[src/rtl/comma_aligner_10b_pkg.sv]
// rtl/comma_aligner_10b_pkg.sv - shared constants, state type and helpers for the 10b comma aligner
package comma_aligner_10b_pkg;

    // K28.5 in both running disparities, bit a in [9], bit j in [0]
    localparam logic [9:0] K28_5_NEG = 10'b0011111010;
    localparam logic [9:0] K28_5_POS = 10'b1100000101;

    typedef enum logic [1:0] {
        HUNT   = 2'd0,
        VERIFY = 2'd1,
        LOCKED = 2'd2
    } state_t;

    function automatic logic [3:0] popcount10(input logic [9:0] v);
        logic [3:0] n;
        n = 4'd0;
        for (int i = 0; i < 10; i++) begin
            n = n + {3'b000, v[i]};
        end
        return n;
    endfunction

endpackage

[src/rtl/comma_aligner_10b_sym_disparity_chk.sv]
// rtl/comma_aligner_10b_sym_disparity_chk.sv - combinational symbol ones-count, disparity and comma check
//
// Ports:
//   sym      in  10  candidate symbol {abcdei,fghj}
//   rd       in  1   running disparity before sym (0 = RD-, 1 = RD+)
//   rd_next  out 1   running disparity after sym
//   code_err out 1   illegal ones count or disparity violation
//   is_comma out 1   sym is K28.5 of either disparity
module comma_aligner_10b_sym_disparity_chk
    import comma_aligner_10b_pkg::*;
(
    input  logic [9:0] sym,
    input  logic       rd,
    output logic       rd_next,
    output logic       code_err,
    output logic       is_comma
);

    logic [3:0] ones;

    always_comb begin
        ones     = popcount10(sym);
        rd_next  = rd;
        code_err = 1'b0;
        case (ones)
            4'd5: rd_next = rd;
            // unbalanced symbols still flip rd even when they arrive at the wrong disparity
            4'd6: begin
                rd_next  = 1'b1;
                code_err = rd;
            end
            4'd4: begin
                rd_next  = 1'b0;
                code_err = ~rd;
            end
            default: code_err = 1'b1;
        endcase
        is_comma = (sym == K28_5_NEG) || (sym == K28_5_POS);
    end

endmodule

[src/rtl/comma_aligner_10b.sv]
// rtl/comma_aligner_10b.sv - serial K28.5 word aligner with running-disparity tracking and lock FSM
//
// Ports:
//   clk        in  1   clock, rising edge
//   rst        in  1   synchronous active-low reset
//   bit_in     in  1   serial line bit, first bit of a symbol ends up in sym_out[9]
//   bit_valid  in  1   qualifies bit_in; all state holds while low
//   sym_out    out 10  aligned symbol for the decoder
//   rd_out     out 1   running disparity before sym_out
//   sym_valid  out 1   one-cycle strobe for sym_out/rd_out/is_comma/code_err
//   is_comma   out 1   sym_out is K28.5
//   code_err   out 1   sym_out has a bad ones count or disparity
//   locked     out 1   aligner is in LOCKED
module comma_aligner_10b
    import comma_aligner_10b_pkg::*;
#(
    parameter int LOCK_COMMAS = 3,
    parameter int LOSS_ERRORS = 4
) (
    input  logic       clk,
    input  logic       rst,
    input  logic       bit_in,
    input  logic       bit_valid,
    output logic [9:0] sym_out,
    output logic       rd_out,
    output logic       sym_valid,
    output logic       is_comma,
    output logic       code_err,
    output logic       locked
);

    localparam int CW = $clog2(LOCK_COMMAS + 1);
    localparam int EW = $clog2(LOSS_ERRORS + 1);
    localparam logic [CW-1:0] COMMA_MAX  = CW'(LOCK_COMMAS);
    localparam logic [CW-1:0] COMMA_LAST = CW'(LOCK_COMMAS - 1);
    localparam logic [EW-1:0] ERR_MAX    = EW'(LOSS_ERRORS);
    localparam logic [EW-1:0] ERR_LAST   = EW'(LOSS_ERRORS - 1);

    logic [9:0]    window;
    logic [9:0]    win_next;
    logic [3:0]    phase;
    state_t        state;
    logic [CW-1:0] comma_cnt;
    logic [EW-1:0] err_cnt;
    logic          rd;
    logic          boundary;
    logic          chk_rd_next;
    logic          chk_err;
    logic          chk_comma;

    // all decisions look at the window including the bit being sampled now
    assign win_next = {window[8:0], bit_in};
    assign boundary = (phase == 4'd9);

    comma_aligner_10b_sym_disparity_chk u_chk (
        .sym      (win_next),
        .rd       (rd),
        .rd_next  (chk_rd_next),
        .code_err (chk_err),
        .is_comma (chk_comma)
    );

    always_ff @(posedge clk) begin
        if (!rst) begin
            window    <= '0;
            phase     <= '0;
            state     <= HUNT;
            comma_cnt <= '0;
            err_cnt   <= '0;
            rd        <= 1'b0;
            sym_out   <= '0;
            rd_out    <= 1'b0;
            sym_valid <= 1'b0;
            is_comma  <= 1'b0;
            code_err  <= 1'b0;
            locked    <= 1'b0;
        end else begin
            sym_valid <= 1'b0;
            if (bit_valid) begin
                window <= win_next;
                phase  <= boundary ? 4'd0 : phase + 4'd1;
                case (state)
                    HUNT: begin
                        if (chk_comma) begin
                            // comma just completed, so the next bit opens a symbol;
                            // rd is the disparity after the comma
                            phase     <= 4'd0;
                            rd        <= (win_next == K28_5_NEG);
                            comma_cnt <= CW'(1);
                            state     <= VERIFY;
                        end
                    end
                    VERIFY: begin
                        if (boundary) begin
                            if (chk_err) begin
                                state <= HUNT;
                            end else begin
                                rd <= chk_rd_next;
                                if (chk_comma) begin
                                    if (comma_cnt >= COMMA_LAST) begin
                                        comma_cnt <= COMMA_MAX;
                                        err_cnt   <= '0;
                                        state     <= LOCKED;
                                        locked    <= 1'b1;
                                        sym_valid <= 1'b1;
                                        sym_out   <= win_next;
                                        rd_out    <= rd;
                                        is_comma  <= 1'b1;
                                        code_err  <= 1'b0;
                                    end else begin
                                        comma_cnt <= comma_cnt + CW'(1);
                                    end
                                end
                            end
                        end else if (chk_comma) begin
                            // comma at a new phase: re-anchor and start counting again
                            phase     <= 4'd0;
                            rd        <= (win_next == K28_5_NEG);
                            comma_cnt <= CW'(1);
                        end
                    end
                    LOCKED: begin
                        if (boundary) begin
                            sym_valid <= 1'b1;
                            sym_out   <= win_next;
                            rd_out    <= rd;
                            is_comma  <= chk_comma;
                            code_err  <= chk_err;
                            rd        <= chk_rd_next;
                            if (chk_err) begin
                                if (err_cnt >= ERR_LAST) begin
                                    err_cnt <= ERR_MAX;
                                    state   <= HUNT;
                                    locked  <= 1'b0;
                                end else begin
                                    err_cnt <= err_cnt + EW'(1);
                                end
                            end else begin
                                err_cnt <= '0;
                            end
                        end
                    end
                    default: begin
                        state  <= HUNT;
                        locked <= 1'b0;
                    end
                endcase
            end
        end
    end

endmodule

[config.mk]
export PLATFORM = sky130hd
export DESIGN_NAME = comma_aligner_10b
export DESIGN_NICKNAME = d
export VERILOG_FILES = /design/src/rtl/comma_aligner_10b_pkg.sv /design/src/rtl/comma_aligner_10b_sym_disparity_chk.sv /design/src/rtl/comma_aligner_10b.sv
export SDC_FILE = /design/constraint.sdc
export NUM_CORES = 1
export LEC_CHECK = 0
export BUFFER_PORTS_ARGS = -buffer_cell sky130_fd_sc_hd__buf_2
export CAP_MARGIN = 20
export CORE_UTILIZATION = 55
export DETAILED_ROUTE_END_ITERATION = 16
export PLACE_DENSITY = 0.72
export SLEW_MARGIN = 20
export SYNTH_ARGS = -nofsm -noshare
export SYNTH_HDL_FRONTEND = slang
export SYNTH_SLANG_ARGS = --single-unit
[constraint.sdc]
create_clock -name clk -period 12.23 [get_ports clk]
set_clock_uncertainty 0.15 [all_clocks]
set_input_delay 0.6115 -clock clk [delete_from_list [all_inputs] [get_ports clk]]
set_output_delay 0.6115 -clock clk [all_outputs]
set_load 0.01 [all_outputs]
### After elaboration in Yosys (flattened, before gate mapping)

Index checks and enable logic that the tools add are counted.

* register bits after elaboration: 36
* output and inout bits: 15
* bits of input ports: 4
* word-level logic and storage cells: 127

* mux-type cells: 68
* bitwise operators: 2
* reduce and logical (&&, ||, !) cells: 11
* add/subtract/negate cells: 12
* magnitude comparators: 2
* equal/unequal tests: 20

Operators by type and width (count)
* 10-bit two-way mux: 5
* 4-bit by 1-bit adder with 4-bit output: 7
* 1-bit two-way mux: 27
* 2-bit two-way mux: 13
* 3-bit two-way mux: 7
* 10-bit case mux with 2 select lines: 1
* 2-bit != test (second input constant): 8
* 4-bit by 3-bit == test with 1-bit output (second input constant): 3
* 4-bit two-way mux: 3
* 3-bit != test (second input constant): 4
* 10-bit == test (second input constant): 1
* 10-bit by 8-bit == test with 1-bit output (second input constant): 1
* 1-bit case mux with 2 select lines: 5
* 1-bit case mux with 3 select lines: 3
* 9-bit AND reduction: 1
* 4-bit case mux with 2 select lines: 1
* 4-bit AND reduction: 2
* 8-bit AND reduction: 1
* 7-bit AND reduction: 1
* 2-bit case mux with 3 select lines: 1
* 3-bit case mux with 2 select lines: 1
* 4-bit by 1-bit adder with 4-bit output (second input constant): 1
* 4-bit == test (second input constant): 1
* 2-bit case mux with 2 select lines: 1
* other kinds (14): 16

### Logic depth before layout (Yosys ltp)

* depth in word-level cells: 14
* mapped depth: 15
* mapped depth without buffers: 14

### By module

From an unflattened synthesis, not the netlist that was laid out.

* cell total of the unflattened synthesis: 218
* area, all modules: 2083.2 sq um

Modules (own cells, without submodules)
* comma_aligner_10b: times used 1, area each 1699.1 sq um, cells an instance 177, seq. area each 720.7 sq um
* comma_aligner_10b_sym_disparity_chk: times used 1, area each 384.1 sq um, cells an instance 41, seq. area each 0.0 sq um

### Least setup slack after synthesis

OpenSTA, ideal clock, no wires.

* path kind: input -> register
* start: input bit_in
* end: register sym_out[2]
* setup slack: 7496 ps
* stages: 15
* path buffers: 1
* setup time: 73 ps
* data required time: 12007 ps
* data arrival time: 4510 ps
* cells stage by stage: fa_1 inv_1 fa_1 fa_1 fa_1 inv_1 ha_1 inv_1 fa_1 nor3_1 a31oi_1 a2111oi_4 buf_6 nand4_1 o211ai_2

* word-level cells in the longest chain between the ends: 13
* elaborated cells between the ends (all ways): 19
* those cells by class: 9 x add/sub; 7 x eq/ne; 1 x mux; 2 x reduce/logical

Ends and longest elaborated chain
* start, declared: line comma_aligner_10b.sv:22 `input logic bit_in,`
* 1-bit by 1-bit adder with 2-bit output: line comma_aligner_10b_pkg.sv:18 `n = n + {3'b000, v[i]};`
* 2-bit by 1-bit adder with 3-bit output: line comma_aligner_10b_pkg.sv:18
* 4-bit by 1-bit adder with 4-bit output (7 in series): line comma_aligner_10b_pkg.sv:18
* 4-bit by 3-bit == test with 1-bit output: line comma_aligner_10b_sym_disparity_chk.sv:25 `case (ones)`
* 1-bit case mux with 3 select lines: line comma_aligner_10b_sym_disparity_chk.sv:25
* 2-bit != test (no source line)
* 7-bit AND reduction (no source line) *
* end signal, assigned: line comma_aligner_10b.sv:106 `sym_out <= win_next;`
* end signal, assigned: line comma_aligner_10b.sv:125 `sym_out <= win_next;`
* end, declared: line comma_aligner_10b.sv:24 `output logic [9:0] sym_out,`

Every way passes the cells marked *; elsewhere a longest branch is shown, timed or not.
A chain may end at the register's enable or synchronous reset.

### Final worst setup path

* start: input bit_in
* end: register err_cnt[0]

* word-level cells in the longest chain between the ends: 14
* elaborated cells between the ends (all ways): 22
* those cells by class: 9 x add/sub; 7 x eq/ne; 4 x mux; 2 x reduce/logical

Ends and longest elaborated chain
* 1-bit by 1-bit adder with 2-bit output: line comma_aligner_10b_pkg.sv:18
* 2-bit by 1-bit adder with 3-bit output: line comma_aligner_10b_pkg.sv:18
* 4-bit by 1-bit adder with 4-bit output (7 in series): line comma_aligner_10b_pkg.sv:18
* 4-bit by 3-bit == test with 1-bit output: line comma_aligner_10b_sym_disparity_chk.sv:25
* 1-bit case mux with 3 select lines: line comma_aligner_10b_sym_disparity_chk.sv:25
* 3-bit two-way mux: line comma_aligner_10b.sv:130 `if (chk_err) begin`
* 3-bit two-way mux: line comma_aligner_10b.sv:123 `if (boundary) begin`
* 3-bit case mux with 2 select lines: line comma_aligner_10b.sv:82 `case (state)`
* end signal, assigned: line comma_aligner_10b.sv:136 `err_cnt <= err_cnt + EW'(1);`
* end, declared: line comma_aligner_10b.sv:44 `logic [EW-1:0] err_cnt;`

Parallel ways exist; a longest one is shown, timed or not. The select of a mux whose other input is x is not followed.

==> summary.md <==
| Metric | Value |
|---|---|
| Status | `finished, final reports clean` |
| Vias/cell | `6.358` |
| Share of layout cells above drive strength 1 | `14.64%` |
| Area grow syn2layout | `6.990%` |
| DRT Wirelength | `5.184 mm` |
| RSZ-0062 raised after global routing | `no` |
| Syn Nets | `294` |
| # DRC | `0` |
| CTS Hold Bufs | `0` |
| Dpl cells | `322` |
| Core box area | `4086 um2` |
| Routed vias | `2098` |
| Total negative slack | `0 ns` |
| Post-synthesis cell area | `2399 um2` |
| Slowest cell on the critical path | `fa_1` |
| Ant diodes | `0` |
| Root Buffer | `clkbuf_8` |
| Die Area | `4629 um2` |
| CTS max path bufs | `2` |
| Leakage power | `1.098 nW` |
| CTS H-tree depth | `2` |
| DR pass1 iterations | `4` |
| Top_reg_cell synth | `dfxtp_1` |
| Post-Layout Cell Count | `330` |
| Endpoint type of the worst setup path | `flop` |
| Worst skew pair latency | `0.29 ns` |
| Slew margin rel. | `46.07%` |
| Final Hold Violating Endpoints | `0` |
| Period minus WS final | `4.944 ns` |
| CP delay by family, top | `adder cells` |
| Synth top area share | `30.05%` |
| Final core utilization | `62.80%` |
| Startpoint types | `input pin` |
| Post-CTS setup buffer count | `0` |
| Post-synth EDFFs | `0` |
| FILL cells | `356` |
| Initial Util | `58.70%` |
| Gr usage total | `24.69%` |
| Cts bufs inserted | `5` |
| HPWL after detailed placement | `3.508 mm` |
| Dominant cells by area after synthesis | `dfxtp_1 (30%), ha_1 (6.8%), fa_1 (5.0%)` |
| FFs w/ async S/R, synth | `0%` |
| Cell count after synthesis | `271` |
| Vias in the first global route | `1863` |
| Routed len/inst | `15.71 um` |
| Most used cell, CP | `fa_1` |
| WP data required | `12.22 ns` |
| Yosys cell types | `49` |
| CTS tree | `built` |
| Clock-pin slew on the worst setup and hold paths | `0.07 ns` |
| Maxcap violations | `0` |
| Fmax | `0.2023 GHz` |
| GR Overflow Total | `0` |
| First-pass GRT wire length | `8.625 mm` |
| Pwr dens | `89.22 nW/um2` |
| ANT nets after route | `0` |
| Antenna violations before repair | `0` |
| Synth Register Bits | `36` |
| Die X | `68.04 um` |
| Arrival time at the worst endpoint | `4.93 ns` |
| Largest net degree at the start of global routing | `54` |
| Core Rows | `23` |
| Initial DRC count | `137` |
| Mean Syn Cell Area | `8.851 um2` |
| Least-Margin Pin Slew | `0.8090 ns` |
| Hold WS | `0.3478 ns` |
| Worst slack, placed | `6.934 ns` |
| PortBufs | `18` |
| Sequential fraction of the synthesis area | `30.05%` |
| CP max FO | `27` |
| Slack of the critical path | `7.286 ns` |
| Warnings, synthesis | `0` |
| Finish-stage setup viols | `0` |
| Largest stage delay on the critical path | `0.54 ns` |
| HP Class | `flop to flop` |
| Layout Nets | `302` |
| CTS Sinks | `36` |
| CP Cell Sequence | `buf_2, fa_1, inv_1, fa_1, fa_1, fa_1, inv_1, ha_1, inv_1, fa_1, nor3_1, a31oi_1, a2111oi_4, buf_4, nand2b_1, a31oi_1` |
| CP bufs+invs | `5` |
| Tcrit/Tclk final | `40.42%` |
| Biggest area consumer among synthesized cells | `dfxtp_1` |
| Io pins | `19` |
| Resize count post-CTS | `0` |
| Crit path kind | `input pin to flop` |
| Final Max Slew Viols | `0` |
| Final Wtd Congestion | `0.8393` |
| VDD IR-drop max | `0.07598 mV` |
| Die Ht | `68.04 um` |
-- cell usage in the layout (no fill, tap or decap), types with 2 or more instances in the layout --
cell type	Yosys	layout
a2111oi_0	2	2
a211oi_1	4	4
a21oi_1	11	11
a311oi_1	3	3
a31oi_1	5	5
a41oi_1	11	11
and3_1	13	13
and4b_1	2	2
buf_2	3	18
buf_4	0	2
clkbuf_1	14	2
clkbuf_8	0	6
dfxtp_1	36	36
fa_1	6	6
ha_1	13	13
inv_1	22	22
mux2i_1	10	10
nand2_1	6	6
nand2b_1	2	2
nand3_1	15	15
nand4_1	16	16
nor2_1	15	15
nor3_1	6	6
nor4_1	3	3
o211ai_1	3	3
o211ai_2	9	9
o21a_1	6	6
o21ai_0	10	10
xor2_1	2	2
-- final cells by class --
class / instances / area (um2) / area share (%)
clock buffers: 8 / 90.09 / 3.510
well taps: 50 / 62.56 / 2.438
flip-flops and latches: 36 / 720.7 / 28.08
inverters: 23 / 86.33 / 3.364
multi-input cells: 193 / 1501 / 58.51
repair buffers: 20 / 105.1 / 4.096
-- metal layers --
layer / track usage (%) / part of all wire (%)
met1: 32.22 / 47
met2: 40.07 / 47
met3: 4.000 / 4.5
met4: 10.16 / 1.9
met5: 0 / 0
-- kinds of logic (layout without fill, tap and decap cells) --
group                    after synthesis  in the layout  synth area share [%]
AND/OR/NAND/NOR                       88             88                 21.02
AO/OA/AOI/OAI                         73             73                 24.52
buffers and inverters                 42             51                 7.355
flip-flops                            36             36                 30.05
adder cells (fa/ha/maj)               19             19                 11.79
multiplexers                          10             10                 4.173
XOR/XNOR                               3              3                 1.096
-- per-stage QoR --
step / power, mW / cell area, um2
after floorplan: 0.1387 / 2399
after global placement: 0.1418 / 2476
after detailed placement: 0.1425 / 2476
after CTS: 0.2305 / 2566
after global routing: 0.2375 / 2566
final: 0.2290 / 2566
-- synthesized netlist by cell type, types with 2 or more instances --
master     number
a2111oi_0       2
a211oi_1        4
a21oi_1        11
a311oi_1        3
a31oi_1         5
a41oi_1        11
and3_1         13
and4b_1         2
buf_2           3
buf_6           2
clkbuf_1       14
dfxtp_1        36
fa_1            6
ha_1           13
inv_1          22
mux2i_1        10
nand2_1         6
nand2b_1        2
nand3_1        15
nand4_1        16
nor2_1         15
nor3_1          6
nor4_1          3
o211ai_1        3
o211ai_2        9
o21a_1          6
o21ai_0        10
xor2_1          2
-- report_power, final --
group          switching (mW)  internal (mW)
logic                  0.0124        0.00679
registers             0.00218          0.119
clock network          0.0430         0.0460
-- registers in the layout, indices dropped and copies added, names as in the netlist --
signal,cells
rd,1
state,2
code_err,1
phase,4
err_cnt,3
rd_out,1
locked,1
sym_out,10
sym_valid,1
comma_cnt,2
window,9
is_comma,1
-- worst paths after layout --
path / start / to / slack [ns] / cells after the start
worst max register to register: window[1] / err_cnt[0] / 7.36 / 15
worst max-delay path: bit_in / err_cnt[0] / 7.29 / 16
worst min-delay path: err_cnt[0] / err_cnt[0] / 0.35 / 1
worst min register to register: err_cnt[0] / err_cnt[0] / 0.35 / 1
(Power assumes the default switching activity.)
